`src/rtl/csa_operand_sequencer.sv`:
```
// Operand sequencer for a three-input carry-save adder: collects three
// beats, holds them on num1..num3, captures the sum and hands it downstream.
module csa_operand_sequencer #(
    parameter int N = 8
) (
    input  logic         clk,
    input  logic         rst_n,
    input  logic [N-1:0] in_data,
    input  logic         in_valid,
    output logic         in_ready,
    input  logic         abort,
    output logic [N-1:0] num1,
    output logic [N-1:0] num2,
    output logic [N-1:0] num3,
    input  logic [N+1:0] csa_result,
    output logic [N+1:0] sum_out,
    output logic         out_valid,
    input  logic         out_ready,
    output logic [7:0]   group_count
);

    localparam logic [2:0] S_A    = 3'd0;
    localparam logic [2:0] S_B    = 3'd1;
    localparam logic [2:0] S_C    = 3'd2;
    localparam logic [2:0] S_EVAL = 3'd3;
    localparam logic [2:0] S_OUT  = 3'd4;

    logic [2:0] state;
    logic       xfer;

    assign in_ready = (state == S_A) || (state == S_B) || (state == S_C);
    assign xfer     = in_valid && in_ready && !abort;

    always_ff @(posedge clk) begin
        if (!rst_n) begin
            state       <= S_A;
            num1        <= '0;
            num2        <= '0;
            num3        <= '0;
            sum_out     <= '0;
            out_valid   <= 1'b0;
            group_count <= 8'd0;
        end else begin
            unique case (state)
                S_A: begin
                    if (xfer) begin
                        num1  <= in_data;
                        state <= S_B;
                    end
                end
                S_B: begin
                    if (abort) begin
                        state <= S_A;
                    end else if (xfer) begin
                        num2  <= in_data;
                        state <= S_C;
                    end
                end
                S_C: begin
                    if (abort) begin
                        state <= S_A;
                    end else if (xfer) begin
                        num3  <= in_data;
                        state <= S_EVAL;
                    end
                end
                S_EVAL: begin
                    // Operands have been stable for a full cycle here.
                    sum_out   <= csa_result;
                    out_valid <= 1'b1;
                    state     <= S_OUT;
                end
                S_OUT: begin
                    if (out_ready) begin
                        out_valid   <= 1'b0;
                        group_count <= group_count + 8'd1;
                        state       <= S_A;
                    end
                end
                default: begin
                    state <= S_A;
                end
            endcase
        end
    end

endmodule
```
`config.mk`:
```
export PLATFORM = sky130hd
export DESIGN_NAME = csa_operand_sequencer
export DESIGN_NICKNAME = d
export VERILOG_FILES = /design/src/rtl/csa_operand_sequencer.sv
export SDC_FILE = /design/constraint.sdc
export NUM_CORES = 1
export LEC_CHECK = 0
export CORE_MARGIN = 8
export CORE_UTILIZATION = 47
export DETAILED_ROUTE_END_ITERATION = 8
export GPL_ROUTABILITY_DRIVEN = 0
export PLACE_DENSITY = 0.95
export RECOVER_POWER = 50
export SLEW_MARGIN = 40
export SYNTH_ARGS = -nofsm -noshare
export SYNTH_HDL_FRONTEND = slang
export SYNTH_SLANG_ARGS = --single-unit
```
`constraint.sdc`:
```
create_clock -name clk -period 4.56 [get_ports clk]
set_clock_uncertainty 0.15 [all_clocks]
set_input_delay 1.14 -clock clk [delete_from_list [all_inputs] [get_ports clk]]
set_output_delay 1.14 -clock clk [all_outputs]
set_load 0.05 [all_outputs]
```
# Yosys cells after proc, flatten, opt, wreduce, memory -nomap -nowiden
# Index checks and enable logic that the tools add are counted.
# totals
regBits	46
latch_bits	0
ram_bits	0
mem_bits_ro	0
wordCells	39
mem_count	0
# op_classes
add_sub_neg	1
n_mul	0
div_mod_pow	0
n_lt_le_gt_ge	0
n_eq_ne	8
n_shift	0
n_mux	9
bitwise	1
reduce_logical	13
# ops
cell	count
2-to-1 mux 3 bit	6
case mux 3 bit (5 select lines)	1
adder 8 x 1 -> 8 bit, second input constant	1
equality test 3 x 2 -> 1 bit, second input constant	2
inequality test 3 bit, second input constant	2
AND reduction 2 bit	3
AND reduction 3 bit	2
inequality test 2 bit, second input constant	2
AND reduction 4 bit	1
equality test 3 x 1 -> 1 bit, second input constant	1
equality test 3 bit, second input constant	1
zero test 3 bit	1
logical AND 1 bit	2
logical OR 1 bit	2
case mux 1 bit (2 select lines)	1
nonzero test 2 bit	1
zero test 1 bit	1
2-to-1 mux 1 bit	1
inverter 1 bit	1

# Logic depth before layout (Yosys ltp)
# Gate-level depths: netlist (run 1).
# depth
depth_word	8
ltp_mapped	5

# Worst setup path after synthesis (run 1)
# No wires, ideal clock.
# synth_timing
path_kind	reg2out
start	register state[0]
end	output port in_ready
arrival_ns	1.223
setup_slack_ns	2.047
stages_incl_launch_ff	3
n_path_buf	1
cell_sequence	dfxtp_1 -> clkbuf_1 -> a21oi_1
# synth_between
elab_chain_len	3
elab_cells_between_ends	5
cone_classes	2 x eq/ne; 3 x reduce/logical
# synth_rtl
item	line_no	text
from (decl)	28	logic [2:0] state;
from (signal assigned)	36	state <= S_A;
from (signal assigned)	48	state <= S_B;
from (signal assigned)	53	state <= S_A;
equality test 3 x 1 -> 1 bit or zero test 3 bit (tied branches)	31	assign in_ready = (state == S_A) || (state == S_B) || (state == S_C);
logical OR 1 bit	31	
logical OR 1 bit *	31	
to (decl)	10	output logic in_ready,
# Mark *: on every way between the ends. The rest lies on a longest branch, timed or not.

# Worst setup path after layout (run 1)
# layout_timing
start	register state[2]
end	output port in_ready
# The elaborated chain is that of the path after synthesis.

==> results.rst, run 1 <==
.. list-table::
   :header-rows: 1

   * - Metric
     - Value
   * - Final hold viol count
     - 0
   * - Crit path kind
     - flip-flop to primary output
   * - Internal power summed over all cells
     - 541.3 uW
   * - Total detailed-routing wirelength
     - between 5 and 6 mm
   * - First-pass GRT wire length
     - slightly above 8 mm
   * - Unique cell type count in the Yosys netlist
     - 28
   * - Fmax
     - 332.7 MHz
   * - Number of nets in the finished design
     - 286
   * - Setup violators final
     - 0
   * - Max Cap Violations
     - 0
   * - Post-CTS setup repair buffer count
     - 0
   * - Total negative slack
     - 0 ns
   * - Mean instance size in the synthesized netlist
     - 8.956 sq um
   * - Data arrival time of the worst path
     - 1.72 ns
   * - Detailed-router iteration count before antenna repair
     - 7
   * - Largest net degree at the start of global routing
     - 46
   * - Areal power density over the cells
     - 282.3 nW/um^2
   * - Cell count after synthesis
     - 203
   * - Cell taking the most area after synthesis
     - dfxtp_1
   * - Worst supply voltage drop on vdd
     - 212.6 uV
   * - Combined area of all synthesized cells
     - between 1500 and 2000 sq um
   * - Hold buffer count at CTS
     - 0
   * - Part of the Yosys area used for sequential elements
     - 50.65%
   * - Wirelength per Cell
     - 16.44 um
   * - Horizontal die dimension
     - 78.20 um
   * - Total track usage
     - 16.45%
   * - Height of the chip
     - 78.20 um
   * - Proportion of layout cells with a drive suffix above 1
     - 4.580%
   * - CTS Buffer Depth
     - 2
   * - Number of buffers inserted during clock tree synthesis
     - 5
   * - Core Area
     - 3689 sq um
   * - Standard-cell row count
     - 22
   * - Initial Utilization
     - 49.29%
   * - Gates resized, CTS repair
     - 0
   * - Fillers
     - 308
   * - Total of buffers placed on input and output ports
     - 66
   * - Main synth FF type
     - dfxtp_1
   * - Part of the power in registers
     - 56.8%
   * - Yosys warns
     - 0
   * - Leak Pwr
     - roughly 0.00094 uW
   * - Synth top area cells
     - dfxtp_1 51%, a21oi_1 9.1%, nand3_1 7.4%, o21ai_0 7.2%, mux2i_1 6.6%
   * - Relative slew slack
     - 9.413%
   * - Unrepaired setup endpoints after global routing
     - false
   * - Clock tree from TritonCTS
     - built
   * - Final period utilization
     - 65.92%
   * - Clock slew at the register clock pins of the worst setup and hold paths
     - around 0.09 ns
   * - Number of global-route vias before repair
     - ~1.7k
   * - Clock network fraction of total power
     - 32.4%
   * - Measured slew at the worst slew-check pin
     - 1.357 ns
   * - Part of the power in combinational logic
     - 10.8%
   * - Floorplan die area
     - 6114 sq um
   * - Area fraction of the dominant cell type after synthesis
     - 50.65%
   * - H-tree levels
     - 2
   * - Post-synth ARST share
     - 0%
   * - Remaining antenna violation count
     - 0
   * - Switching share of power
     - approximately 25%
   * - Outcome
     - completed
   * - Most frequent cell after synthesis
     - dfxtp_1
   * - Skew-Pair Late Insertion Delay
     - 0.30 ns
   * - Startpoint type of the worst setup path
     - flip-flop
   * - Routed via count divided by cell count
     - 5.655
   * - Smallest setup slack after layout
     - 1.554 ns
   * - Top-Level Pins
     - 67
   * - Total half-perimeter wirelength after legalization and detailed placement
     - 3.555 mm
   * - Number of sinks on the clock net
     - 46
   * - Classification of the worst-slack hold path
     - flip-flop to flip-flop
   * - Global-route congestion overflow total
     - 0
   * - Critical-path maximum fanout
     - 8
   * - ANT cells
     - 0
   * - Critical path endpoint category
     - primary output
   * - Number of antenna violations at the first check in global routing
     - 0
   * - Via total after detailed routing
     - approximately 1.8k
   * - Drt first-iter violations
     - 221
   * - CTS Root Cell
     - clkbuf_8
   * - Area added between synthesis and finish
     - 40.61%
   * - FF+latch count, synth
     - 46
   * - Mapped Nets
     - 227
   * - Number of enable flip-flop cells after synthesis
     - 0
   * - Crit path time final
     - about 3 ns
   * - Tightest hold margin
     - roughly 0.31 ns
   * - Final count of pins violating max slew
     - 0
   * - Synth top cells by count
     - 46 x dfxtp_1, 33 x a21oi_1, 27 x nand3_1, 26 x o21ai_0, 13 x nor2_1
   * - Net switching power figure
     - around 180 uW
   * - R2r setup slk
     - 2.67 ns
   * - Required time of the critical path
     - roughly 3.3 ns
   * - Post-place setup slack
     - 1.540 ns
   * - Detailed-route DRC error count
     - 0
[cell type report]
cell class | instances | area [sq um] | share of cell area (%)
Inverter | 2 | 7.507 | 0.2937
Clock buffer | 5 | 68.82 | 2.692
Sequential cell | 46 | 920.9 | 36.03
Clock inverter | 2 | 10.01 | 0.3916
Timing Repair Buffer | 67 | 668.1 | 26.14
Tap cell | 48 | 60.06 | 2.349
Multi-Input combinational cell | 140 | 820.8 | 32.11
[path summary, 6_finish.rpt]
check / start / endpoint / cells after the start
setup / recovery: state[2] / in_ready / 2
hold / removal: out_valid / out_valid / 2
setup reg to reg: state[2] / num3[5] / 3
hold reg to reg: out_valid / out_valid / 2
[sequential cells by signal, indices dropped and copies added, names as in the netlist]
| name | count |
|---|---|
| group_count | 8 |
| out_valid | 1 |
| num1 | 8 |
| sum_out | 10 |
| num3 | 8 |
| state | 3 |
| num2 | 8 |
[per-stage QoR]
step / power [uW] / instance area, sq um / std cells / util, %
finish: 721.7 / 2556 / 310 / 69.30
global route: 747.9 / 2556 / 310 / 69.30
CTS: 727.7 / 2562 / 310 / 69.47
detailed placement: 497.5 / 2484 / 303 / 67.33
global placement: 495.8 / 2484 / 303 / 67.33
floorplan: 460.1 / 1818 / 203 / -
[per-layer routing]
layer	part of all wire, %	global-route usage [%]	up-vias	wire, um
met3	7.5	5.695	19	382
met4	4.1	9.815	0	211
li1	-	-	841	-
met1	41	19.88	798	2072
met2	48	24.69	95	2430
met5	0	0	-	0
[power groups by stage]
stage          Combinational [uW]  Sequential, uW  Clock, uW
6_report                     77.8             410        234
5_1_grt                      82.6             411        254
4_1_cts                      77.9             410        240
3_5_place_dp                 77.7             420          0
3_3_place_gp                 76.4             419          0
2_1_floorplan                25.6             434          0
[worst max-delay path, stage by stage, from the launching register on]
cell	delay (ns)
dfxtp_1	0.42
a21oi_1	0.15
clkdlybuf4s50_1	0.84
[cell usage in the layout, fill, tap and decap left out, types with 2 or more instances in the layout]
cell type        count
a21oi_1             33
clkbuf_8             5
clkdlybuf4s50_1     60
clkinv_2             2
dfxtp_1             46
dlygate4sd3_1        6
inv_1                2
mux2i_1             12
nand2_1              4
nand2b_1             3
nand3_1             27
nand3b_1             2
nor2_1              13
nor2b_1              2
nor4_1               3
o21ai_0             26
o31ai_1              2
or3_1                3
or4_1                2
[logic make-up (layout without fill, tap and decap cells)]
| family | count (synthesis) | after routing | synth area share [%] |
|---|---|---|---|
| and+or+nand+nor | 63 | 63 | 19.75 |
| adders and majority gates | 1 | 1 | 0.6881 |
| xor gates and xnor gates | 1 | 1 | 0.4818 |
| muxes | 13 | 13 | 7.227 |
| DFF | 46 | 46 | 50.65 |
| AOI/OAI and AO/OA | 62 | 62 | 17.34 |
| buffers and inverters | 17 | 76 | 3.853 |
Power figures use the tool's default switching activity.
==> inputs of run 2 (changes only) <==
Settings changed: CORE_UTILIZATION 47 to 44, PLACE_DENSITY 0.95 to 0.9.
Clock period 4.56 ns to 3.2 ns, I/O delays scaled along.
==> run 2 against run 1 <==
Via count decreased by 5.2%. Clock power increased by 41%. Global-route usage decreased by 1.3 points. Critical endpoint unchanged.
==> results.rst, run 2 (synthesis results as in run 1) <==
.. list-table::
   :header-rows: 1

   * - Metric
     - Value
   * - Outcome
     - completed
   * - Unrepaired setup endpoints after global routing
     - false
   * - Number of buffers inserted during clock tree synthesis
     - 5 (unchanged)
   * - Floorplan die area
     - 6445 sq um (+5.4%)
   * - Fillers
     - 351 (+14%)
   * - Critical-path maximum fanout
     - 8 (unchanged)
   * - Critical path endpoint category
     - primary output
   * - Total of buffers placed on input and output ports
     - 66 (unchanged)
   * - Total half-perimeter wirelength after legalization and detailed placement
     - 3.461 mm (-2.6%)
   * - Areal power density over the cells
     - 400.3 nW/um^2 (+42%)
   * - Largest net degree at the start of global routing
     - 46 (unchanged)
   * - Final hold viol count
     - 0 (unchanged)
   * - Wirelength per Cell
     - 15.63 um (-4.9%)
   * - Clock slew at the register clock pins of the worst setup and hold paths
     - 0.08 ns (about the same)
   * - Number of nets in the finished design
     - 286 (unchanged)
   * - CTS Root Cell
     - clkbuf_8
   * - Remaining antenna violation count
     - 0 (unchanged)
   * - Required time of the critical path
     - 2.25 ns (-1.02 ns)
   * - Global-route congestion overflow total
     - 0 (unchanged)
   * - Max Cap Violations
     - 0 (unchanged)
   * - Leak Pwr
     - 0.0009879 uW (+5.6%)
   * - Total detailed-routing wirelength
     - 4.875 mm (-4.3%)
   * - Initial Utilization
     - 45.45% (-3.8 points)
   * - Final core utilization
     - 63.90% (-5.4 points)
   * - Most used cells in the layout excluding fill and tap cells
     - 46 x dfxtp_1, 43 x clkdlybuf4s50_1, 33 x a21oi_1, 27 x nand3_1, 26 x o21ai_0
   * - Data arrival time of the worst path
     - 1.70 ns (-0.02 ns)
   * - Drt first-iter violations
     - 156 (-29%)
   * - H-tree levels
     - 2 (unchanged)
   * - Number of flip-flops in the largest register
     - 10 (unchanged)
   * - Top-Level Pins
     - 67 (unchanged)
   * - Setup violators final
     - 0 (unchanged)
   * - Classification of the worst-slack hold path
     - flip-flop to flip-flop
   * - Crit path kind
     - flip-flop to primary output
   * - Worst supply voltage drop on vdd
     - 262.3 uV (+23%)
   * - Area added between synthesis and finish
     - 40.61% (unchanged)
   * - Crit path time final
     - around 2.6 ns
   * - ANT cells
     - 0 (unchanged)
   * - Height of the chip
     - 80.28 um (+2.7%)
   * - Standard-cell row count
     - 23 (+4.5%)
   * - Detailed-router iteration count before antenna repair
     - 4 (-3)
   * - Detailed-route DRC error count
     - 0 (unchanged)
   * - Routed via count divided by cell count
     - 5.324 (-5.9%)
   * - Final period utilization
     - a little over 80%
   * - Total negative slack
     - 0 ns (unchanged)
   * - Most common cell after layout, fill and taps aside
     - dfxtp_1
   * - Clock tree from TritonCTS
     - built
   * - Horizontal die dimension
     - 80.28 um (+2.7%)
   * - Number of global-route vias before repair
     - 1589 (-6.0%)
   * - Number of antenna violations at the first check in global routing
     - 0 (unchanged)
   * - Core Area
     - 4000 sq um (+8.4%)
   * - Largest register by flop count
     - sum_out
   * - Via total after detailed routing
     - 1661 (-5.2%)
   * - Final count of pins violating max slew
     - 0 (unchanged)
   * - First-pass GRT wire length
     - 7.803 mm (-4.9%)
   * - Skew-Pair Late Insertion Delay
     - 0.29 ns (about the same)
   * - Gates resized, CTS repair
     - 0 (unchanged)
   * - CTS Buffer Depth
     - 2 (unchanged)
   * - Proportion of layout cells with a drive suffix above 1
     - 3.817% (-0.76 points)
   * - Total track usage
     - 15.14% (-1.3 points)
   * - Relative slew slack
     - 9.311% (-0.10 points)
   * - Fmax
     - 377.6 MHz
   * - Cell area reported after detailed placement
     - 2486 sq um (+0.10%)
   * - Measured slew at the worst slew-check pin
     - 1.359 ns (+0.001522 ns)
   * - Sequential standard cell area
     - 920.9 sq um (unchanged)
   * - Area occupied by multi-input gates
     - 820.8 sq um (unchanged)
   * - Post-CTS setup repair buffer count
     - 0 (unchanged)
   * - Startpoint type of the worst setup path
     - flip-flop
   * - Total non-filler cell area in the finished layout
     - 2556 sq um (unchanged)
   * - Hold buffer count at CTS
     - 0 (unchanged)
   * - Number of sinks on the clock net
     - 46 (unchanged)
run 2: cell types whose count changed in the layout (fill, tap and decap cells not counted), sizes merged:
cell | previous run | this run
clkdlybuf4s50 | 60 | 43
clkbuf | 5 | 7
dlygate4sd3 | 6 | 23
clkinv | 2 | 0
run 2: routing by layer:
| layer | global-route usage (%) | wire length, um |
|---|---|---|
| met5 | 0 | 0 |
| met4 | 7.636 | 99 |
| met3 | 4.018 | 315 |
| met2 | 24.41 | 2388 |
| met1 | 18.08 | 2072 |
run 2: per-stage QoR:
stage               hold WS [ns]  power (uW)  setup slack (ns)  std cells
floorplan                 0.4216       655.7             1.027        203
global placement          0.2928       707.1            0.6055        305
detailed placement        0.3047       709.4            0.5396        305
CTS                       0.3162        1035            0.5364        312
global route              0.3310        1057            0.4751        312
finish                    0.3091        1023            0.5518        312
run 2: worst paths after layout:
kind,cells past startpoint,start,slack [ns],endpoint
min reg2reg,2,out_valid,0.31,out_valid
max reg2reg,3,state[2],1.36,num3[4]
min,2,out_valid,0.31,out_valid
max,2,state[2],0.55,in_ready
run 2: worst max-delay path: stages, from the launching register on:
cell	delay (ns)
dfxtp_1	0.41
a21oi_1	0.16
clkdlybuf4s50_1	0.83
run 2: cell type report:
| cell class | count | area share [%] |
|---|---|---|
| Inverter | 2 | 0.2937 |
| Sequential cell | 46 | 36.03 |
| Timing Repair Buffer | 67 | 26.14 |
| Tap cell | 50 | 2.447 |
| Clock buffer | 7 | 2.986 |
| Multi-Input combinational cell | 140 | 32.11 |
run 2: where the power goes:
part | switching [uW] | total, uW | leakage, uW | internal, uW
sequential | 4.91 | 584 | 0.000372 | 579
clock | 178 | 329 | 0.0000383 | 151
combinational | 65.9 | 110 | 0.000578 | 44.1
total | 249 | 1020 | 0.000988 | 774
